<file path="src/rtl/if_stage_pkg.sv">
// Shared definitions for the instruction-fetch stage: reset defaults,
// fetch state encoding and the IF/ID pipeline bundle layout.
package if_stage_pkg;

    localparam logic [31:0] RESET_PC_DEFAULT  = 32'h0000_0000;
    localparam logic [31:0] NOP_INSTR_DEFAULT = 32'h0000_0013;

    // FETCH: request outstanding, result is wanted.
    // DROP:  request outstanding, result is stale and will be thrown away.
    // HOLD:  a fetched word is parked while decode is stalled, no request.
    // 2'd3 is unreachable and steers back to FETCH.
    typedef enum logic [1:0] {
        FETCH   = 2'd0,
        DROP    = 2'd1,
        HOLD    = 2'd2,
        ILLEGAL = 2'd3
    } fetch_state_e;

    localparam int IF_ID_W = 65;

    typedef struct packed {
        logic        valid;
        logic [31:0] pc;
        logic [31:0] instr;
    } if_id_t;

    // Builds a valid IF/ID entry from a fetched address/instruction pair.
    function automatic logic [IF_ID_W-1:0] make_if_id(input logic [31:0] pc,
                                                      input logic [31:0] instr);
        if_id_t entry;
        entry.valid = 1'b1;
        entry.pc    = pc;
        entry.instr = instr;
        return entry;
    endfunction

endpackage

</file>
<file path="src/rtl/if_id_reg.sv">
// IF/ID pipeline register. Clear beats load, and with neither asserted the
// register holds. An invalid slot always shows NOP_INSTR; the pc field is
// left untouched on clear and only meaningful while valid is set.
module if_id_reg
    import if_stage_pkg::*;
#(
    parameter logic [31:0] NOP_INSTR = NOP_INSTR_DEFAULT
) (
    input  logic               clk,
    input  logic               rst,
    input  logic               load,
    input  logic               clear,
    input  logic [IF_ID_W-1:0] data_in,
    output logic               valid,
    output logic [31:0]        pc,
    output logic [31:0]        instr
);

    if_id_t entry_q;

    // Slot update: reset empties it, clear inserts a bubble, load captures.
    always_ff @(posedge clk or posedge rst) begin
        if (rst) begin
            entry_q.valid <= 1'b0;
            entry_q.pc    <= 32'h0000_0000;
            entry_q.instr <= NOP_INSTR;
        end else if (clear) begin
            entry_q.valid <= 1'b0;
            entry_q.instr <= NOP_INSTR;
        end else if (load) begin
            entry_q <= if_id_t'(data_in);
        end
    end

    assign valid = entry_q.valid;
    assign pc    = entry_q.pc;
    assign instr = entry_q.instr;

endmodule

</file>
<file path="src/rtl/if_stage.sv">
// Instruction-fetch stage: owns the architectural PC, runs the instruction
// memory request handshake and feeds the IF/ID pipeline register.
module if_stage
    import if_stage_pkg::*;
#(
    parameter logic [31:0] RESET_PC  = RESET_PC_DEFAULT,
    parameter logic [31:0] NOP_INSTR = NOP_INSTR_DEFAULT
) (
    input  logic        clk,
    input  logic        rst,
    input  logic [31:0] newpc,
    input  logic        redirect,
    input  logic        stall,
    output logic [31:0] pc,
    output logic        imem_req,
    output logic [31:0] imem_addr,
    input  logic        imem_ack,
    input  logic [31:0] imem_rdata,
    output logic        if_id_valid,
    output logic [31:0] if_id_pc,
    output logic [31:0] if_id_instr
);

    fetch_state_e       state;
    logic [31:0]        pc_q;
    logic [31:0]        addr_q;
    logic [31:0]        buf_pc;
    logic [31:0]        buf_instr;
    logic               req_q;
    logic               ifid_load;
    logic               ifid_clear;
    logic [IF_ID_W-1:0] ifid_data;

    // IF/ID control: decides per state whether the slot loads, clears or holds.
    // A redirect always clears, even under stall.
    always_comb begin
        ifid_load  = 1'b0;
        ifid_clear = 1'b0;
        ifid_data  = make_if_id(addr_q, imem_rdata);
        case (state)
            FETCH: begin
                if (redirect) begin
                    ifid_clear = 1'b1;
                end else if (!stall) begin
                    if (imem_ack) begin
                        ifid_load = 1'b1;
                    end else begin
                        ifid_clear = 1'b1;
                    end
                end
            end
            DROP: begin
                if (redirect || !stall) begin
                    ifid_clear = 1'b1;
                end
            end
            HOLD: begin
                if (redirect) begin
                    ifid_clear = 1'b1;
                end else if (!stall) begin
                    ifid_load = 1'b1;
                    ifid_data = make_if_id(buf_pc, buf_instr);
                end
            end
            default: begin
                ifid_clear = 1'b1;
            end
        endcase
    end

    // Fetch state machine with PC, request address, parking buffer and request flag.
    always_ff @(posedge clk or posedge rst) begin
        if (rst) begin
            state     <= FETCH;
            pc_q      <= RESET_PC;
            addr_q    <= RESET_PC;
            buf_pc    <= 32'h0000_0000;
            buf_instr <= NOP_INSTR;
            req_q     <= 1'b1;
        end else begin
            case (state)
                FETCH: begin
                    if (imem_ack) begin
                        pc_q <= newpc;
                        if (redirect || !stall) begin
                            addr_q <= newpc;
                        end else begin
                            buf_pc    <= addr_q;
                            buf_instr <= imem_rdata;
                            state     <= HOLD;
                            req_q     <= 1'b0;
                        end
                    end else if (redirect) begin
                        pc_q  <= newpc;
                        state <= DROP;
                    end
                end
                DROP: begin
                    if (redirect) begin
                        pc_q <= newpc;
                    end
                    if (imem_ack) begin
                        addr_q <= redirect ? newpc : pc_q;
                        state  <= FETCH;
                    end
                end
                HOLD: begin
                    if (redirect) begin
                        pc_q   <= newpc;
                        addr_q <= newpc;
                        state  <= FETCH;
                        req_q  <= 1'b1;
                    end else if (!stall) begin
                        addr_q <= pc_q;
                        state  <= FETCH;
                        req_q  <= 1'b1;
                    end
                end
                default: begin
                    addr_q <= pc_q;
                    state  <= FETCH;
                    req_q  <= 1'b1;
                end
            endcase
        end
    end

    // No request is presented while reset is held; it appears right after release.
    assign imem_req  = req_q & ~rst;
    assign imem_addr = addr_q;
    assign pc        = pc_q;

    if_id_reg #(
        .NOP_INSTR (NOP_INSTR)
    ) u_if_id_reg (
        .clk     (clk),
        .rst     (rst),
        .load    (ifid_load),
        .clear   (ifid_clear),
        .data_in (ifid_data),
        .valid   (if_id_valid),
        .pc      (if_id_pc),
        .instr   (if_id_instr)
    );

endmodule
</file>
<file path="config.mk">
export PLATFORM = sky130hd
export DESIGN_NAME = if_stage
export DESIGN_NICKNAME = d
export VERILOG_FILES = /design/src/rtl/if_stage_pkg.sv /design/src/rtl/if_id_reg.sv /design/src/rtl/if_stage.sv
export SDC_FILE = /design/constraint.sdc
export NUM_CORES = 1
export LEC_CHECK = 0
export ABC_AREA = 1
export ABC_CLOCK_PERIOD_IN_PS = 8000
export CORE_MARGIN = 2
export CORE_UTILIZATION = 40
export DETAILED_ROUTE_END_ITERATION = 8
export PLACE_DENSITY = 0.67
export SETUP_SLACK_MARGIN = 0.05
export SLEW_MARGIN = 20
export SYNTH_ARGS = -nofsm -noshare
export SYNTH_HDL_FRONTEND = slang
export SYNTH_SLANG_ARGS = --single-unit
</file>
<file path="constraint.sdc">
create_clock -name clk -period 8 [get_ports clk]
set_input_delay 2 -clock clk [delete_from_list [all_inputs] [get_ports clk]]
set_output_delay 2 -clock clk [all_outputs]
set_load 0.005 [all_outputs]
</file>
## Yosys cells after proc, flatten, opt, wreduce, memory -nomap -nowiden

Index checks and enable logic that the tools add are counted.

| storage, ports and cells | value |
|---|---|
| flip-flop bits (word level) | 196 |
| bits in latches | 0 |
| memory bits (writable) | 0 |
| memory bits (read-only) | 0 |
| bits of input ports | 69 |
| output and inout bits | 130 |
| word-level logic and storage cells | 73 |
| memories kept | 0 |

| operators by class | value |
|---|---|
| add/subtract/negate cells | 0 |
| multiply operators | 0 |
| div/mod/pow operators | 0 |
| order comparisons | 0 |
| equality and inequality tests | 9 |
| shift-type cells | 0 |
| multiplexer cells | 39 |
| bitwise logic cells | 5 |
| reduce and logical (&&, ||, !) cells | 11 |

Operator list:

| cell | count |
|---|---|
| $mux 32 | 8 |
| $mux 64 | 3 |
| $pmux 32 s3 | 1 |
| $mux 65 | 1 |
| $pmux 32 s2 | 1 |
| $mux 1 | 15 |
| $mux 2 | 6 |
| $reduce_and 4->1 | 3 |
| $ne 3x3->1 const B | 3 |
| $ne 2x2->1 const B | 4 |
| $pmux 1 s3 | 2 |
| $pmux 2 s3 | 1 |
| $not 1->1 | 4 |
| $reduce_bool 2->1 | 2 |
| $reduce_and 3->1 | 1 |
| $eq 2x1->1 const B | 1 |
| $eq 2x2->1 const B | 1 |
| $logic_not 2->1 | 1 |
| $pmux 1 s2 | 1 |
| $reduce_and 2->1 | 1 |
| $reduce_or 2->1 | 1 |
| $and 1x1->1 | 1 |
| $logic_not 1->1 | 1 |
| $logic_or 1x1->1 | 1 |

## Depth between registers and ports, before layout

| depth | value |
|---|---|
| depth after elaboration | 6 |
| gate-level depth with buffers | 11 |
| gate-level depth less buffers | 9 |

## Hierarchy

From an unflattened synthesis, not the netlist that was laid out.

| second synthesis, totals | value |
|---|---|
| cell total of the unflattened synthesis | 1368 |
| area, all modules | 9924.5 um2 |

By module, submodules not included:

| module | times used | cells an instance | area each (um2) |
|---|---|---|---|
| if_stage | 1 | 1085 | 7374.6 |
| if_id_reg | 1 | 283 | 2549.9 |

## Worst setup path after synthesis

No wires, ideal clock.

| path | value |
|---|---|
| path type | input to output |
| from | input rst |
| to | output imem_req |
| data arrival time | 2.106 ns |
| path slack | 3.894 ns |
| stages on the path | 1 |
| cell sequence | nor2_1 |

| between the ends | value |
|---|---|
| longest elaborated chain between the ends | 2 |

Ends and longest elaborated chain:

| what | RTL line | RTL |
|---|---|---|
| from (decl) | if_stage.sv:10 | `input logic rst,` |
| $not 1->1 | if_stage.sv:129 | `assign imem_req = req_q & ~rst;` |
| $and 1x1->1 | if_stage.sv:129 |  |
| to (decl) | if_stage.sv:15 | `output logic imem_req,` |

Every way passes these cells.

## Worst setup path after layout

Same ends and word-level chain as after synthesis.

==> reports/results.tsv <==
stage	metric	value	unit
clock_tree	clock_sinks	196	
job	cap_violations	0	
min_path	hp-start	u_if_id_reg.pc[29]	
die	core_area	24400	sq um
detailed_routing	detail-route-antenna-nets	0	
sta	setup_violations	0	
sta	max_slew_margin	22.4	%
layout	drive_above_1_share	3.97	%
sta	fin_crit_sh	64.4	%
yosys	seq_area_frac_synth	49.3	%
sta	period_needed	5150	ps
yosys	synth-main-ff-cell	dfrtp_1	
clock_tree	worstSkewPairLatency	430	ps
clock_tree	path_clk_slew	60	ps
detailed_routing	drt_iter0_drc	685	
sta	drv_slew	0	
power_and_ir_drop	seqPwrFrac	38.7	%
power_and_ir_drop	p_comb_share	40.7	%
yosys	syn_inst	1387	
global_routing	grt_remaining_overflow	0	
global_routing	grt_pass1_wl	46.3	mm
power_and_ir_drop	pwr-share-clk	20.5	%
yosys	synthTopCellsByArea	dfrtp_1 (47%), nand2_1 (23%), nand3_1 (7.4%)	
detailed_routing	wire_per_inst	15.2	microns
detailed_routing	firstDrtPassIters	5	
global_routing	antenna_found_initial	1	
die	chipHeight	162	microns
clock_tree	htree_levels	4	
global_routing	grt_pass1_vias	8883	
sta	max_freq	194	MHz
layout	syn2layout_area_growth	27.0	%
die	dieWidth	162	microns
clock_tree	cts_tree	done	
status	status	completed	
yosys	syn_nets	1460	
yosys	async_flop_share	100	%
sta	finalHoldViolCount	0	
yosys	yosysWarningCount	0	
detailed_routing	vias	9389	
critical_path	startpoint_type	input pin	
yosys	synthTopCellsByCount	nand2_1 (624), dfrtp_1 (189), nand3_1 (148)	
critical_path	required	6000	ps
yosys	synth_edf_count	0	
clock_tree	cts_buffer_depth	2	
yosys	avgSynthCellArea	7.19	sq um
power_and_ir_drop	p_leak	6.53	nW
die	initial_core_util	40.9	%
clock_tree	cts_resized	0	
power_and_ir_drop	power.density	354	nW/um^2
layout	final_nets	1597	
die	num_io_pins	199	
clock_tree	clockRootBuffer	clkbuf_16	
global_routing	grt_util_all_layers	21.8	%
critical_path	r2r_start	state[0]	
power_and_ir_drop	power	4.48	mW
die	rows	57	
critical_path	worstPathMaxFanout	2	
placement	placement.io_buffers	198	
critical_path	cp-startpoint	rst	
yosys	yosysTopAreaCell	dfrtp_1	
sta	holdWs	471	ps
sta	tns	0	ps
placement	gp_congestion	0.819	
critical_path	critPathKind	in2out	
clock_tree	post_cts_buffers	0	
clock_tree	cts_made_buffers	17	
detailed_routing	remaining_drc_errors	0	
power_and_ir_drop	switching_share	38.0	%
critical_path	arrival	3150	ps
power_and_ir_drop	ir_worst_vdd	0.188	mV
sta	rsz0062_at_grt	no	
die	dieArea	26200	sq um
placement	place_area	12000	sq um
layout	final-seq-area	4910	sq um
layout	diodes	0	
sta	tightest_slew	1160	ps
critical_path	cp-end-kind	primary output	
detailed_routing	avgViaCountPerCell	5.05	
yosys	synth_top_area_share	47.4	%
global_routing	grt_max_degree	140	
power_and_ir_drop	cellInternalPower	2.78	mW
layout	nFillCells	2340	
detailed_routing	wirelength	28.2	mm
power_and_ir_drop	power_switching	1.70	mW
clock_tree	cts_hold_buf	0	
placement	dpl.hpwl	18.2	mm
yosys	ys_seq_elements	196	
min_path	min_path_type	reg2reg	
layout	multiInputGateArea	4190	sq um
yosys	yosysMostFrequentCell	nand2_1	
sta	fin_worst_skew	14.3	ps
yosys	synth.distinct_cells	24	
layout	final_cell_area	12700	sq um
yosys	syn_area	9970	sq um
layer usage:
metal	GRT usage [%]	wire length [microns]	up-vias
li1	-	-	4633
met1	32.8	13300	4336
met2	31.7	12300	387
met3	4.42	2170	33
met4	6.52	432	0
met5	0	0	-
area by class of cell:
class,count,share of cell area (%)
clock inverters,11,1.36
clock buffers,21,3.56
repair buffers,208,16.2
multi-input cells,978,33.1
inverters,123,3.72
well taps,324,3.20
flip-flops and latches,196,38.8
power groups by stage:
stage / clock network [mW] / logic, mW / registers, mW
after floorplan: 0 / 1.02 / 1.67
after global placement: 0 / 1.79 / 1.74
after detailed placement: 0 / 1.82 / 1.75
after CTS: 0.942 / 1.83 / 1.74
after global routing: 0.981 / 2.06 / 1.79
final: 0.919 / 1.82 / 1.74
per-stage QoR:
stage               instances  util, %  setup slack, ps
CTS                      1861     51.9             2580
global route             1861     51.9             2630
detailed placement       1829     49.4             2150
global placement         1829     49.3             2230
floorplan                1387        -              671
finish                   1861     51.9             2850
worst paths after layout:
path | end | slack [ps] | cells after the start
setup / recovery | imem_req | 2850 | 3
setup reg to reg | u_if_id_reg.pc[15] | 4720 | 10
hold reg to reg | u_if_id_reg.pc[29] | 470 | 2
hold / removal | u_if_id_reg.pc[29] | 470 | 2
max in group asynchronous | u_if_id_reg.pc[12] | 4410 | 3
min in group asynchronous | pc[13] | 2240 | 2
worst max-delay path, stage by stage:
cell and delay [ps]:
clkdlybuf4s50_1 510, nor2_1 140, clkdlybuf4s50_1 510
placed cells by master (no fill, tap or decap), types with 4 or more instances in the layout:
cell type        netlist  routed
nand2_1              624     623
clkdlybuf4s50_1        0     198
dfrtp_1              189     189
nand3_1              148     148
o21ai_0              124     124
inv_1                119     118
a21oi_1               36      36
o21ai_1               26      26
clkbuf_16              0      17
buf_4                  8      10
dfstp_2                7       7
nor2_1                 4       4
bufinv_16              0       4
logic make-up (layout without fill, tap and decap cells):
family,after synthesis,in the layout,synth area share [%]
AOI/OAI and AO/OA,189,189,9.56
adders and majority gates,4,4,0.502
buffers and inverters,213,363,8.87
DFF,196,196,49.3
and+or+nand+nor,785,785,31.8
registers in the layout (all words and copies together), names as in the netlist:
signal / count
buf_pc: 32
state: 2
imem_addr: 32
u_if_id_reg.pc: 32
pc: 32
buf_instr: 32
req_q: 1
u_if_id_reg.valid: 1
u_if_id_reg.instr: 32
Note: power is estimated with default switching activity, not from simulation.
